==> src/rtl/mem_a_to_b_transfer_if.sv <==
// rtl/mem_a_to_b_transfer_if.sv - control and memory-pin bundle for the A-to-B transfer controller
// master is the controller side; slave is the side holding the memories and the requester.
interface mem_a_to_b_transfer_if #(
  parameter int DATA_W = 8,
  parameter int ADDR_W = 3
);
  logic              start;
  logic [ADDR_W-1:0] addr_a;
  logic              we_a;
  logic [DATA_W-1:0] data_a;
  logic [ADDR_W-1:0] addr_b;
  logic              we_b;
  logic [DATA_W-1:0] data_b;
  logic              busy;
  logic              done;
  logic [ADDR_W:0]   wr_count;

  modport master (
    input  start, data_a,
    output addr_a, we_a, addr_b, we_b, data_b, busy, done, wr_count
  );

  modport slave (
    output start, data_a,
    input  addr_a, we_a, addr_b, we_b, data_b, busy, done, wr_count
  );
endinterface

==> src/rtl/mem_a_to_b_transfer.sv <==
// rtl/mem_a_to_b_transfer.sv - copies every word of memory A into memory B on a start pulse
// Two cycles per word: READ captures A's combinational data, WRITE presents it to B.
module mem_a_to_b_transfer #(
  parameter int DATA_W    = 8,
  parameter int ADDR_W    = 3,
  parameter int DEPTH     = 8,
  parameter bit SKIP_ZERO = 1'b0
) (
  input  logic                   clk,
  input  logic                   rst_n,
  mem_a_to_b_transfer_if.master  bus
);

  typedef enum logic [1:0] {S_IDLE, S_READ, S_WRITE, S_DONE} state_t;

  localparam logic [ADDR_W-1:0] LAST_PTR = ADDR_W'(DEPTH - 1);
  localparam logic [ADDR_W-1:0] PTR_ONE  = 1;
  localparam logic [ADDR_W:0]   CNT_ONE  = 1;

  state_t            state_q, state_d;
  logic [ADDR_W-1:0] rd_ptr_q, rd_ptr_d;
  logic [ADDR_W-1:0] wr_ptr_q, wr_ptr_d;
  logic [DATA_W-1:0] data_q, data_d;
  logic [ADDR_W:0]   wr_count_q, wr_count_d;
  logic              write_en;

  always_ff @(posedge clk or negedge rst_n) begin
    if (!rst_n) begin
      state_q    <= S_IDLE;
      rd_ptr_q   <= '0;
      wr_ptr_q   <= '0;
      data_q     <= '0;
      wr_count_q <= '0;
    end else begin
      state_q    <= state_d;
      rd_ptr_q   <= rd_ptr_d;
      wr_ptr_q   <= wr_ptr_d;
      data_q     <= data_d;
      wr_count_q <= wr_count_d;
    end
  end

  always_comb begin
    state_d    = state_q;
    rd_ptr_d   = rd_ptr_q;
    wr_ptr_d   = wr_ptr_q;
    data_d     = data_q;
    wr_count_d = wr_count_q;
    write_en   = 1'b0;
    case (state_q)
      S_IDLE: begin
        if (bus.start) begin
          state_d    = S_READ;
          rd_ptr_d   = '0;
          wr_ptr_d   = '0;
          wr_count_d = '0;
        end
      end
      S_READ: begin
        data_d  = bus.data_a;
        state_d = S_WRITE;
      end
      S_WRITE: begin
        write_en = !(SKIP_ZERO && (data_q == '0));
        if (write_en) begin
          wr_ptr_d   = wr_ptr_q + PTR_ONE;
          wr_count_d = wr_count_q + CNT_ONE;
        end
        // Stop on the compare so a full-depth memory never relies on pointer wrap.
        if (rd_ptr_q == LAST_PTR) begin
          state_d = S_DONE;
        end else begin
          rd_ptr_d = rd_ptr_q + PTR_ONE;
          state_d  = S_READ;
        end
      end
      S_DONE: state_d = S_IDLE;
      default: state_d = S_IDLE;
    endcase
  end

  assign bus.we_a     = 1'b0;
  assign bus.addr_a   = (state_q == S_IDLE)  ? '0 : rd_ptr_q;
  assign bus.addr_b   = (state_q == S_WRITE) ? wr_ptr_q : '0;
  assign bus.data_b   = (state_q == S_WRITE) ? data_q : '0;
  assign bus.we_b     = write_en;
  assign bus.busy     = (state_q != S_IDLE);
  assign bus.done     = (state_q == S_DONE);
  assign bus.wr_count = wr_count_q;

endmodule

==> src/flat_wrapper.sv <==
// flat-port wrapper written by rule: the top's interface ports become plain ports
module mem_a_to_b_transfer_flat 
#(
  parameter int DATA_W    = 8,
  parameter int ADDR_W    = 3,
  parameter int DEPTH     = 8,
  parameter bit SKIP_ZERO = 1'b0
)
  (clk, rst_n, bus_start, bus_data_a, bus_addr_a, bus_we_a, bus_addr_b, bus_we_b, bus_data_b, bus_busy, bus_done, bus_wr_count);
  mem_a_to_b_transfer_if #(.DATA_W(DATA_W), .ADDR_W(ADDR_W)) bus_i ();
  input  logic clk;
  input  logic rst_n;
  input wire logic [$bits(bus_i.start)-1:0] bus_start;
  input wire logic [$bits(bus_i.data_a)-1:0] bus_data_a;
  output wire logic [$bits(bus_i.addr_a)-1:0] bus_addr_a;
  output wire logic [$bits(bus_i.we_a)-1:0] bus_we_a;
  output wire logic [$bits(bus_i.addr_b)-1:0] bus_addr_b;
  output wire logic [$bits(bus_i.we_b)-1:0] bus_we_b;
  output wire logic [$bits(bus_i.data_b)-1:0] bus_data_b;
  output wire logic [$bits(bus_i.busy)-1:0] bus_busy;
  output wire logic [$bits(bus_i.done)-1:0] bus_done;
  output wire logic [$bits(bus_i.wr_count)-1:0] bus_wr_count;
  assign bus_i.start = bus_start;
  assign bus_i.data_a = bus_data_a;
  assign bus_addr_a = bus_i.addr_a;
  assign bus_we_a = bus_i.we_a;
  assign bus_addr_b = bus_i.addr_b;
  assign bus_we_b = bus_i.we_b;
  assign bus_data_b = bus_i.data_b;
  assign bus_busy = bus_i.busy;
  assign bus_done = bus_i.done;
  assign bus_wr_count = bus_i.wr_count;
  mem_a_to_b_transfer #(.DATA_W(DATA_W), .ADDR_W(ADDR_W), .DEPTH(DEPTH), .SKIP_ZERO(SKIP_ZERO)) u_core (.clk(clk), .rst_n(rst_n), .bus(bus_i));
endmodule
==> config.mk <==
export PLATFORM = sky130hd
export DESIGN_NAME = mem_a_to_b_transfer_flat
export DESIGN_NICKNAME = d
export VERILOG_FILES = /design/src/rtl/mem_a_to_b_transfer_if.sv /design/src/rtl/mem_a_to_b_transfer.sv /design/src/flat_wrapper.sv
export SDC_FILE = /design/constraint.sdc
export NUM_CORES = 1
export LEC_CHECK = 0
export ABC_AREA = 1
export BUFFER_PORTS_ARGS = -buffer_cell sky130_fd_sc_hd__buf_2
export CAP_MARGIN = 20
export CORE_MARGIN = 2
export CORE_UTILIZATION = 25
export DETAILED_ROUTE_END_ITERATION = 7
export GPL_ROUTABILITY_DRIVEN = 0
export SLEW_MARGIN = 20
export SYNTH_ARGS = -nofsm -noshare
export SYNTH_HDL_FRONTEND = slang
export SYNTH_SLANG_ARGS = --single-unit
export TNS_END_PERCENT = 20
==> constraint.sdc <==
create_clock -name clk -period 1.5 [get_ports clk]
set_input_delay 0.3 -clock clk [delete_from_list [all_inputs] [get_ports clk]]
set_output_delay 0.3 -clock clk [all_outputs]
set_load 0.05 [all_outputs]
==> flow_summary_export.csv <==
group,metric,value,unit
layout,fillers,394,
power,fin_total_pwr,0.00300,W
timing,slew_viol_final,0,
setup_path,critPathKind,"flop to output port",
route,wl,2140,um
placed_design,dpl_cell_area,1270,um2
synthesis,yosys.area.top_type_share,50.6,%
setup_path,required,1.20,ns
global_routing,gr-total-overflow,0,
timing,hold_slack,0.275,ns
clocking,htree_num_levels,1,
clocking,cts_buffers,3,
layout,final_nets,172,
clocking,cts_root_buffer,"clkbuf_8",
run_status,outcome,"finished, violations left",
clocking,cts_sinks,20,
synthesis,ys_seq_area_share,50.6,%
route,first_pass_iters,3,
floorplanning,die_h,66.9,um
placed_design,hpwl,1540,um
synthesis,synthCells,120,
layout,final_util,38.9,%
synthesis,synth_area_leaders,"dfrtp_1 (51%), nor2_1 (8.7%), inv_1 (7.6%)",
floorplanning,die_w,66.9,um
timing,min_period,1.53,ns
layout,antennaDiodeCount,0,
floorplanning,die-area,4470,um2
timing,skew,0.00759,ns
clocking,cts_tree,"built",
setup_path,arrival,1.23,ns
timing,layout_setup_ws,-0.0349,ns
setup_path,crit_path_start_kind,"flop",
synthesis,synth_area,988,um2
timing,rsz0062_at_grt,"true",
synthesis,yosysWarnings,0,
power,p_per_area,2060,nW/um2
timing,max_freq,651,MHz
clocking,cts.clk_slew.worst_paths,0.08,ns
timing,finalHoldViolations,0,
global_routing,grt_pass1_vias,747,
clocking,clockBufferDepth,2,
setup_path,cp-end-kind,"output port",
timing,finalSetupViolations,11,
power,leakagePower,0.747,nW
route,drcViolationCount,0,
floorplanning,rows,22,
global_routing,grt_max_degree,21,
global_routing,track_usage,10.7,%
synthesis,synthDistinctLibCells,18,
route,num_vias,812,
worst_hold_path,hp-class,"input pin to flop",
synthesis,synth_area_leader_cell,"dfrtp_1",
job,cap_viol_max_count,0,
route,ant_nets,0,
global_routing,antenna_found_initial,0,
layout,final_area,1460,um2
setup_path,crit_fanout,15,
synthesis,synth_nets,135,
floorplanning,core,3740,um2
layout,drive_above_1_share,35.9,%
power,ir_worst_vdd,0.000857,V
timing,setup_tns,-0.258,ns
layout,mostFrequentLayoutCells,"inv_1 (20), nand2_1 (20), dfrtp_1 (20), buf_6 (15), buf_2 (14)",
synthesis,synth_area_per_cell,8.24,um2
floorplanning,start_util,26.4,%
route,routedWlPerCell,10.5,um
route,drt_iter0_drc,51,
clocking,clk_latency,0.26,ns
placed_design,port_buffers,31,
route,viasPerCell,3.98,
floorplanning,ios,33,
timing,post-route-period-util,102,%
synthesis,ys_ff_latch,20,
global_routing,grt_pass1_wl,3520,um
run_status,failed_checks,"negative setup slack",
layout,areaGrowthSynthToFinish,47.2,%
state kept, by name, indices dropped and copies added, names as in the netlist:
register	count
u_core.data_q	8
u_core.bus.wr_count	4
u_core.wr_ptr_q	3
u_core.rd_ptr_q	3
u_core.state_q	2
kinds of logic after synthesis:
kind of cell | Yosys count | share of synthesized area, %
AO/OA/AOI/OAI | 14 | 7.09
XOR/XNOR | 2 | 1.77
adder cells (fa/ha/maj) | 4 | 5.06
buffers and inverters | 26 | 12.0
flip-flops | 20 | 50.6
other | 1 | 0.379
AND/OR/NAND/NOR | 53 | 23.0
report_power, final:
group / total [W] / switching, W / internal, W
sequential: 0.000924 / 0.000153 / 0.000771
clock: 0.000419 / 0.000185 / 0.000234
combinational: 0.00165 / 0.00114 / 0.000510
total: 0.00300 / 0.00148 / 0.00151
repair_timing:
action | 4_1_cts | 5_1_grt
pin swaps | 0 | 1
hold endpoints to repair | 20 | 0
gates cloned | 0 | 0
hold buffers | 1 | 0
setup buffers | 0 | 0
gates resized for setup | 35 | 3
endpoints found under the setup margin | 16 | 17
cell usage after synthesis:
cell type and number:
a21oi_1 8, nand3_1 5, inv_4 1, nand2_2 1
nand4_1 2, nor2_4 1, inv_1 20, nor2_1 23
xnor2_1 2, inv_2 2, nand2_4 1, nand2_1 20
dfrtp_1 20, conb_1 1, buf_4 1, ha_1 4
buf_6 2, o21ai_0 6
final cells by class:
type / instances / area, um2 / area share, %
well taps: 48 / 60.1 / 4.13
flip-flops and latches: 20 / 500 / 34.4
repair buffers: 35 / 294 / 20.2
multi-input cells: 74 / 454 / 31.2
inverters: 23 / 91.3 / 6.28
clock buffers: 4 / 55.1 / 3.78
worst max-delay path, cell delays in order, from the launching register on:
cell	delay (ns)
dfrtp_1	0.41
nor2_4	0.16
inv_6	0.12
nor2_2	0.11
buf_6	0.16
path summary, 6_finish.rpt:
path | startpoint | endpoint | slack, ns | depth (start not counted)
hold / removal | bus_data_a[6] | u_core.data_q[6] | 0.28 | 3
hold reg to reg | u_core.rd_ptr_q[0] | u_core.rd_ptr_q[0] | 0.51 | 2
min in group asynchronous | rst_n | u_core.data_q[6] | 0.51 | 2
max in group asynchronous | rst_n | u_core.data_q[4] | 0.67 | 2
setup reg to reg | u_core.rd_ptr_q[0] | u_core.rd_ptr_q[0] | 0.22 | 6
setup / recovery | u_core.state_q[0] | bus_data_b[4] | -0.03 | 4
through the flow:
stage	instances	setup WS, ns
2_1_floorplan	120	-0.166
3_3_place_gp	199	0.169
3_5_place_dp	199	0.159
4_1_cts	204	-0.0390
5_1_grt	204	-0.0975
6_report	204	-0.0349
layer usage:
layer	GRT usage [%]	up-vias	wire length (um)
li1	-	432	-
met1	14.3	358	1030
met2	16.4	17	974
met3	3.21	5	94
met4	3.83	0	38
met5	0	-	0
(Power assumes the default switching activity.)
